**config.mk**
```make
export PLATFORM = sky130hd
export DESIGN_NAME = checkpoint_buffer
export DESIGN_NICKNAME = d
export VERILOG_FILES = /design/src/rtl/checkpoint_buffer.sv
export SDC_FILE = /design/constraint.sdc
export NUM_CORES = 2
export LEC_CHECK = 0
export CORE_AREA = 2 2 393 395
export CTS_CLUSTER_SIZE = 25
export DETAILED_ROUTE_END_ITERATION = 7
export DIE_AREA = 0 0 395 397
export MAX_ROUTING_LAYER = met4
export SETUP_SLACK_MARGIN = 0.3
export SLEW_MARGIN = 20
export SYNTH_ARGS = -nofsm -noshare
export SYNTH_HDL_FRONTEND = slang
export SYNTH_SLANG_ARGS = --single-unit
```
**constraint.sdc**
```tcl
create_clock -name clk -period 8.9 [get_ports clk]
set_input_delay 1.78 -clock clk [delete_from_list [all_inputs] [get_ports clk]]
set_output_delay 1.78 -clock clk [all_outputs]
set_load 0.02 [all_outputs]
```
**src/rtl/checkpoint_buffer.sv**
```systemverilog
// Circular buffer of rename/branch checkpoints: in-order allocation from fetch,
// random-access read/overwrite by ID, in-order retirement or full flush from commit.
package checkpoint_buffer_pkg;
  localparam int PHY_REG_NUM          = 16;
  localparam int GLOBAL_HISTORY_WIDTH = 8;
  localparam int LOCAL_HISTORY_WIDTH  = 8;

  typedef struct packed {
    logic [PHY_REG_NUM-1:0]          rat_phy_map_table_valid;
    logic [PHY_REG_NUM-1:0]          rat_phy_map_table_visible;
    logic [GLOBAL_HISTORY_WIDTH-1:0] global_history;
    logic [LOCAL_HISTORY_WIDTH-1:0]  local_history;
  } checkpoint_t;
endpackage

module checkpoint_buffer
  import checkpoint_buffer_pkg::*;
#(
  parameter int CHECKPOINT_BUFFER_SIZE = 8,
  parameter int CHECKPOINT_ID_WIDTH    = $clog2(CHECKPOINT_BUFFER_SIZE),
  parameter int RENAME_WIDTH           = 3,
  parameter int COMMIT_WIDTH           = 4
) (
  input  logic                           clk,
  input  logic                           rst,
  output logic [CHECKPOINT_ID_WIDTH-1:0] cpbuf_fetch_new_id,
  output logic                           cpbuf_fetch_new_id_valid,
  input  checkpoint_t                    fetch_cpbuf_data,
  input  logic                           fetch_cpbuf_push,
  input  logic [CHECKPOINT_ID_WIDTH-1:0] rename_cpbuf_id [RENAME_WIDTH],
  input  checkpoint_t                    rename_cpbuf_data [RENAME_WIDTH],
  input  logic [RENAME_WIDTH-1:0]        rename_cpbuf_we,
  output checkpoint_t                    cpbuf_rename_data [RENAME_WIDTH],
  input  logic [CHECKPOINT_ID_WIDTH-1:0] exbru_cpbuf_id,
  output checkpoint_t                    cpbuf_exbru_data,
  input  logic [CHECKPOINT_ID_WIDTH-1:0] commit_cpbuf_id [COMMIT_WIDTH],
  output checkpoint_t                    cpbuf_commit_data [COMMIT_WIDTH],
  input  logic [COMMIT_WIDTH-1:0]        commit_cpbuf_pop,
  input  logic                           commit_cpbuf_flush
);
  localparam int W     = CHECKPOINT_ID_WIDTH;
  localparam int PCW   = $clog2(COMMIT_WIDTH + 1);
  localparam int CNT_W = (PCW > W + 1) ? PCW : W + 1;

  // Pointers carry one extra wrap bit so full (same index, different wrap) is
  // distinguishable from empty (identical pointers).
  logic [W:0]       wptr_q, wptr_d;
  logic [W:0]       rptr_q, rptr_d;
  checkpoint_t      mem_q [CHECKPOINT_BUFFER_SIZE];
  checkpoint_t      mem_d [CHECKPOINT_BUFFER_SIZE];
  logic             full;
  logic             push_ok;
  logic [CNT_W-1:0] occupancy;
  logic [CNT_W-1:0] pop_req;
  logic [CNT_W-1:0] pop_cnt;

  always_comb begin
    full      = (wptr_q[W] != rptr_q[W]) && (wptr_q[W-1:0] == rptr_q[W-1:0]);
    occupancy = CNT_W'(wptr_q - rptr_q);
    pop_req   = '0;
    for (int i = 0; i < COMMIT_WIDTH; i++) begin
      pop_req = pop_req + CNT_W'(commit_cpbuf_pop[i]);
    end
    pop_cnt = (pop_req > occupancy) ? occupancy : pop_req;
    push_ok = fetch_cpbuf_push && !full && !commit_cpbuf_flush && !rst;

    wptr_d = wptr_q;
    rptr_d = rptr_q;
    if (commit_cpbuf_flush) begin
      wptr_d = '0;
      rptr_d = '0;
    end else begin
      if (push_ok) wptr_d = wptr_q + (W+1)'(1);
      rptr_d = rptr_q + pop_cnt[W:0];
    end

    // Rename ports apply in ascending order so the highest index wins; a push
    // lands last and therefore overrides any rename write to the same entry.
    mem_d = mem_q;
    for (int i = 0; i < RENAME_WIDTH; i++) begin
      if (rename_cpbuf_we[i]) mem_d[rename_cpbuf_id[i]] = rename_cpbuf_data[i];
    end
    if (push_ok) mem_d[wptr_q[W-1:0]] = fetch_cpbuf_data;
  end

  always_ff @(posedge clk) begin
    if (rst) begin
      wptr_q <= '0;
      rptr_q <= '0;
    end else begin
      wptr_q <= wptr_d;
      rptr_q <= rptr_d;
    end
  end

  // Storage is intentionally not reset.
  always_ff @(posedge clk) begin
    mem_q <= mem_d;
  end

  // Fetch handshake: cpbuf_fetch_new_id_valid acts as ready; a push is accepted
  // at the edge only while it is high, and a push while it is low is dropped.
  assign cpbuf_fetch_new_id       = wptr_q[W-1:0];
  assign cpbuf_fetch_new_id_valid = !full;

  always_comb begin
    for (int i = 0; i < RENAME_WIDTH; i++) cpbuf_rename_data[i] = mem_q[rename_cpbuf_id[i]];
    for (int i = 0; i < COMMIT_WIDTH; i++) cpbuf_commit_data[i] = mem_q[commit_cpbuf_id[i]];
    cpbuf_exbru_data = mem_q[exbru_cpbuf_id];
  end
endmodule

```
# Yosys cells after proc, flatten, opt, wreduce, memory -nomap -nowiden
# Cells that the tools add are included.
[totals]
inputBits = 227
ff_bits = 392
word_cells = 118
output_inout_bits = 388
[classes]
muxes = 41
bitwise = 9
n_eq_ne = 2
reduce_logical = 12
addsub = 6
n_lt_le_gt_ge = 14
[op_table]
columns = ["cell", "count"]
rows = [
  ["384-bit bitwise mux", 4],
  ["384-bit two-way mux", 4],
  ["48-bit binary-select mux with 3-bit select", 8],
  ["48-bit two-way mux", 20],
  ["48-bit demux with 3-bit select", 4],
  ["4-bit greater-or-equal comparator, second input constant", 9],
  ["3-bit inverter with 4-bit output", 9],
  ["4-bit by 1-bit < comparator with 1-bit output, second input constant", 4],
  ["1-bit logical AND", 8],
  ["3-bit by 1-bit adder with 4-bit output", 1],
  ["4-bit by 1-bit adder with 4-bit output, second input constant", 1],
  ["4-bit adder", 1],
  ["4-bit greater-than comparator", 1],
  ["4-bit two-way mux", 1],
  ["4-bit subtractor", 1],
  ["2-bit by 1-bit adder with 3-bit output", 1],
  ["3-bit == test", 1],
  ["1-bit zero test", 3],
  ["1-bit by 1-bit adder with 2-bit output", 1],
  ["2-bit OR reduction", 1],
  ["1-bit inequality test", 1],
]

# Longest topological paths before layout
[logic_depth]
ltp_word = 13
mapped_depth = 15

# Worst setup path before layout
# No wires, ideal clock.
[synth_path]
path_type = "input-to-output"
startpoint = "input port commit_cpbuf_id[6] (netlist bit)"
endpoint = "output port cpbuf_commit_data[105] (netlist bit)"
stages = 5
path_slack_ps = 3771
t_arrival_ps = 3349
path_cell_list = "clkbuf_1 > buf_2 > buf_2 > mux4_2 > mux2_2"
[synth_lines]
columns = ["element", "line_no", "rtl"]
rows = [
  ["start: declaration", "36", "input logic [CHECKPOINT_ID_WIDTH-1:0] commit_cpbuf_id [COMMIT_WIDTH],"],
  ["end: declaration", "37", "output checkpoint_t cpbuf_commit_data [COMMIT_WIDTH],"],
]

==> results.txt <==
----------------------------------------------------
[Outcome]
  Run status ... finished, violations left
  Violations in the final reports ... DRC

[Logic synthesis]
  Post-synth EDFFs ... 0
  Cell type with the highest aggregate area in the netlist ... sky130_fd_sc_hd__mux4_2
  Top FF cell, synth ... sky130_fd_sc_hd__dfxtp_1
  Post-synth design cell area ... ~46000 um^2
  Post-synthesis sequential area ratio ... 17.2%
  Post-synth top area share ... 38.0%
  Synthesized netlist cell count ... approximately 4700
  Average footprint of a synthesized cell ... about 9.7 um^2
  Number of synthesized register bits ... between 300 and 400
  Number of library cell types mapped by synthesis ... 50
  Post-Synthesis Net Count ... 4917
  Fraction of registers with async set or reset after synthesis ... 0%
  Cell types with the largest area share after synthesis ... sky130_fd_sc_hd__mux4_2 38%, sky130_fd_sc_hd__dfxtp_1 17%, sky130_fd_sc_hd__mux2_2 9.5%
  Yosys Warn Count ... 0

[Cells and area]
  Post-route insts no fill ... between 6000 and 7000
  Total non-filler cell area in the finished layout ... around 54000 um^2
  Highest-count cells in the layout ignoring fill and taps ... 914 x sky130_fd_sc_hd__nand2_1, 768 x sky130_fd_sc_hd__mux4_2, 590 x sky130_fd_sc_hd__clkdlybuf4s50_1
  Commonest non-fill, non-tap cell in the layout ... sky130_fd_sc_hd__nand2_1
  Fill cell instance count of the final layout ... around 15000
  Share of final-layout standard cells stronger than drive strength 1 ... ~30%
  Final net count ... 4951
  Synth-to-Final Area Change ... 18.1%
  Fraction of the core area covered by cells at the end of the flow ... a little over a third
  Multi-input gate area in the final layout ... approximately 35000 um^2
  Area of all sequential standard cells ... slightly below 8000 um^2

[Power]
  Logic pwr share ... between 50 and 60%
  PnR Total Power ... approximately 12 mW
  Power density normalized to cell area ... 218 nW/um^2
  Seq pwr share ... between 20 and 30%
  Peak VDD IR ... roughly 0.15 mV
  Part of the total power dissipated in the clock network ... between 10% and 20%
  Sw power ... roughly 4.9 mW
  Static Leakage ... 18.6 nW
  Internal power ... roughly 6.8 mW
  Switching fraction of total power ... a little over two fifths

[Setup path]
  R2R Setup Slk ... roughly 5 ns
  Cells traversed along the worst timing path ... clkbuf_8, buf_4, mux4_2, mux2_2, clkdlybuf4s50_1
  Data arrival at the endpoint of the critical path ... 4.70 ns
  Capturing element type of the critical path ... output pin
  Critical Path Fanout Max ... between 50 and 60
  Slowest cell delay on critical path ... slightly above 0.7 ns
  Capture point of the worst reg-to-reg path ... rptr_q[3]$_SDFF_PP0_
  Crit start category ... input pin
  Timing startpoint of the critical path ... rename_cpbuf_id[6]
  Class of the most critical setup path ... in -> out
  Worst path required time ... 7.12 ns
  Depth of the most critical reg-to-reg path ... 15
  Worst path slowest cell ... sky130_fd_sc_hd__buf_4
  Worst r2r src ... wptr_q[0]$_SDFFE_PP0P_

[STA]
  Max-slew violations ... 0
  Largest clock skew in the final design ... around 0.038 ns
  Final clock period utilization by the worst path ... 72.8%
  Maximum clock frequency ... 154 MHz
  Transition time at the pin with the least slew margin ... roughly 1.3 ns
  Unrepaired setup endpoints after global routing ... false
  Period minus WS final ... approximately 6.5 ns
  Final setup violation count ... 0
  Max transition margin ... between 15 and 20%
  Post-layout worst setup margin ... between 2 and 2.5 ns
  Final hold viol count ... 0
  Post-Route Hold Slack ... about 0.57 ns
  Setup_tns ... 0 ns

[Flow run]
  Number of max-cap violations ... 0

[Placement]
  Final weighted congestion of routability-driven global placement ... 0.905
  Port buffer count ... ~610
  Placement-stage worst setup slack ... roughly 2.5 ns
  HPWL after DPL ... about 150000 um
  Post-Place Cells ... ~6700
  Post-place instance area ... slightly above 50000 um^2

[Die]
  Number of top-level pins ... between 600 and 700
  Die Wd ... about 400 um
  Die height ... a little under 400 um
  Die area ... ~160000 um^2
  Core area ... around 150000 um^2
  Initial core utilization ... between 20% and 30%
  Standard-cell rows ... 144

[Worst hold path]
  Start point of the worst min-delay path ... wptr_q[3]$_SDFFE_PP0P_
  Number of cells traversed by the worst hold path ... 2
  Type of the most critical hold path ... reg -> reg
  Hold endpoint ... wptr_q[3]$_SDFFE_PP0P_

[Clocking]
  TritonCTS Buffers ... 49
  Htree depth ... 2
  Clock Latency Late Sink ... between 0.6 and 0.7 ns
  Clock-pin slew on the worst setup and hold paths ... roughly 0.050 ns
  Maximum clock path buffer count ... 3
  Total of cells resized after clock tree synthesis ... 0
  Clock tree from TritonCTS ... built
  Number of buffers inserted by post-CTS setup repair ... 0
  Clock root buffer ... sky130_fd_sc_hd__clkbuf_16
  Clock sinks ... between 300 and 400
  Number of hold buffers added after cts ... 0

[GRT]
  Total GRT Usage ... about 31%
  Antenna violations before repair ... 63
  Number of global-route vias before repair ... between 40000 and 50000
  Largest net degree at the start of global routing ... 74
  First-pass GRT wire length ... approximately 350000 um
  Global route overflow ... 0

[Detailed routing]
  Detailed Route WL ... around 250000 um
  Initial DRC Count ... a little over 8000
  Detail-routed via count per cell ... about 7
  Antenna violation net count after detailed routing ... 0
  Via Count ... 47883
  Routed length per instance ... between 30 and 40 um
  DRC violations left ... 1
  Pre-Repair DR Iteration Count ... 8

----------------------------------------------------
how the worst max path moves through the flow:
stage	end	slack, ns	depth (start not counted)
floorplan	cpbuf_commit_data[105]	3.77	5
global placement	cpbuf_exbru_data[18]	2.52	5
detailed placement	cpbuf_exbru_data[24]	2.52	5
CTS	cpbuf_exbru_data[24]	2.52	5
global route	cpbuf_rename_data[110]	2.33	5
finish	cpbuf_rename_data[106]	2.42	5
state kept, by name (all words and copies together), names as in the netlist:
name / cells
wptr_q: 4
mem_q: 384
rptr_q: 4
cell usage after synthesis (20+ instances only):
master,instances
sky130_fd_sc_hd__a21oi_1,242
sky130_fd_sc_hd__buf_1,62
sky130_fd_sc_hd__buf_2,270
sky130_fd_sc_hd__buf_4,52
sky130_fd_sc_hd__clkbuf_1,300
sky130_fd_sc_hd__dfxtp_1,392
sky130_fd_sc_hd__mux2_2,385
sky130_fd_sc_hd__mux4_2,768
sky130_fd_sc_hd__nand2_1,921
sky130_fd_sc_hd__nand3_1,370
sky130_fd_sc_hd__nand3_2,20
sky130_fd_sc_hd__nor2_1,247
sky130_fd_sc_hd__o21ai_0,64
sky130_fd_sc_hd__o21ai_1,80
sky130_fd_sc_hd__o221ai_1,365
sky130_fd_sc_hd__o221ai_2,20
critical path: cells and delay by family:
kind                   cells  cell delay, ns
buffers and inverters      3            1.70
muxes                      2            0.89
metal layers:
layer  GRT usage (%)  wire [um]  vias up  part of all wire, %
li1                -          -    18333                    -
met1            38.8      86000    23517                   35
met2            44.6     107000     5019                   43
met3            10.2      39100     1014                   16
met4            17.0      15500        0                  6.2
met5               -          0        -                    0
cell type report:
type                       count  area share, %
antenna                       64          0.298
clock buffer                  67           2.58
clock inverter                22          0.515
inverter                      13         0.0908
multi-input combinational   3567           64.5
sequential                   392           14.6
tap                         2044           4.76
timing repair buffer         686           12.6
kinds of logic (layout without fill, tap and decap cells):
family / count (synthesis) / after routing / synth area share (%)
xor gates and xnor gates: 6 / 6 / 0.132
and+or+nand+nor: 1612 / 1612 / 15.2
buffers and inverters: 716 / 788 / 7.27
adders and majority gates: 15 / 15 / 0.462
muxes: 1156 / 1156 / 47.6
other: 0 / 64 / 0
AOI/OAI and AO/OA: 778 / 778 / 12.1
DFF: 392 / 392 / 17.2
power by group through the flow:
stage	Combinational [mW]	Sequential, mW	Clock, mW
6_report	6.13	3.41	2.16
5_1_grt	6.45	3.43	2.22
4_1_cts	6.07	3.31	2.15
3_5_place_dp	6.02	3.35	0
3_3_place_gp	5.94	3.30	0
2_1_floorplan	4.11	2.77	0
No activity file was read; power rests on OpenSTA's default activity.
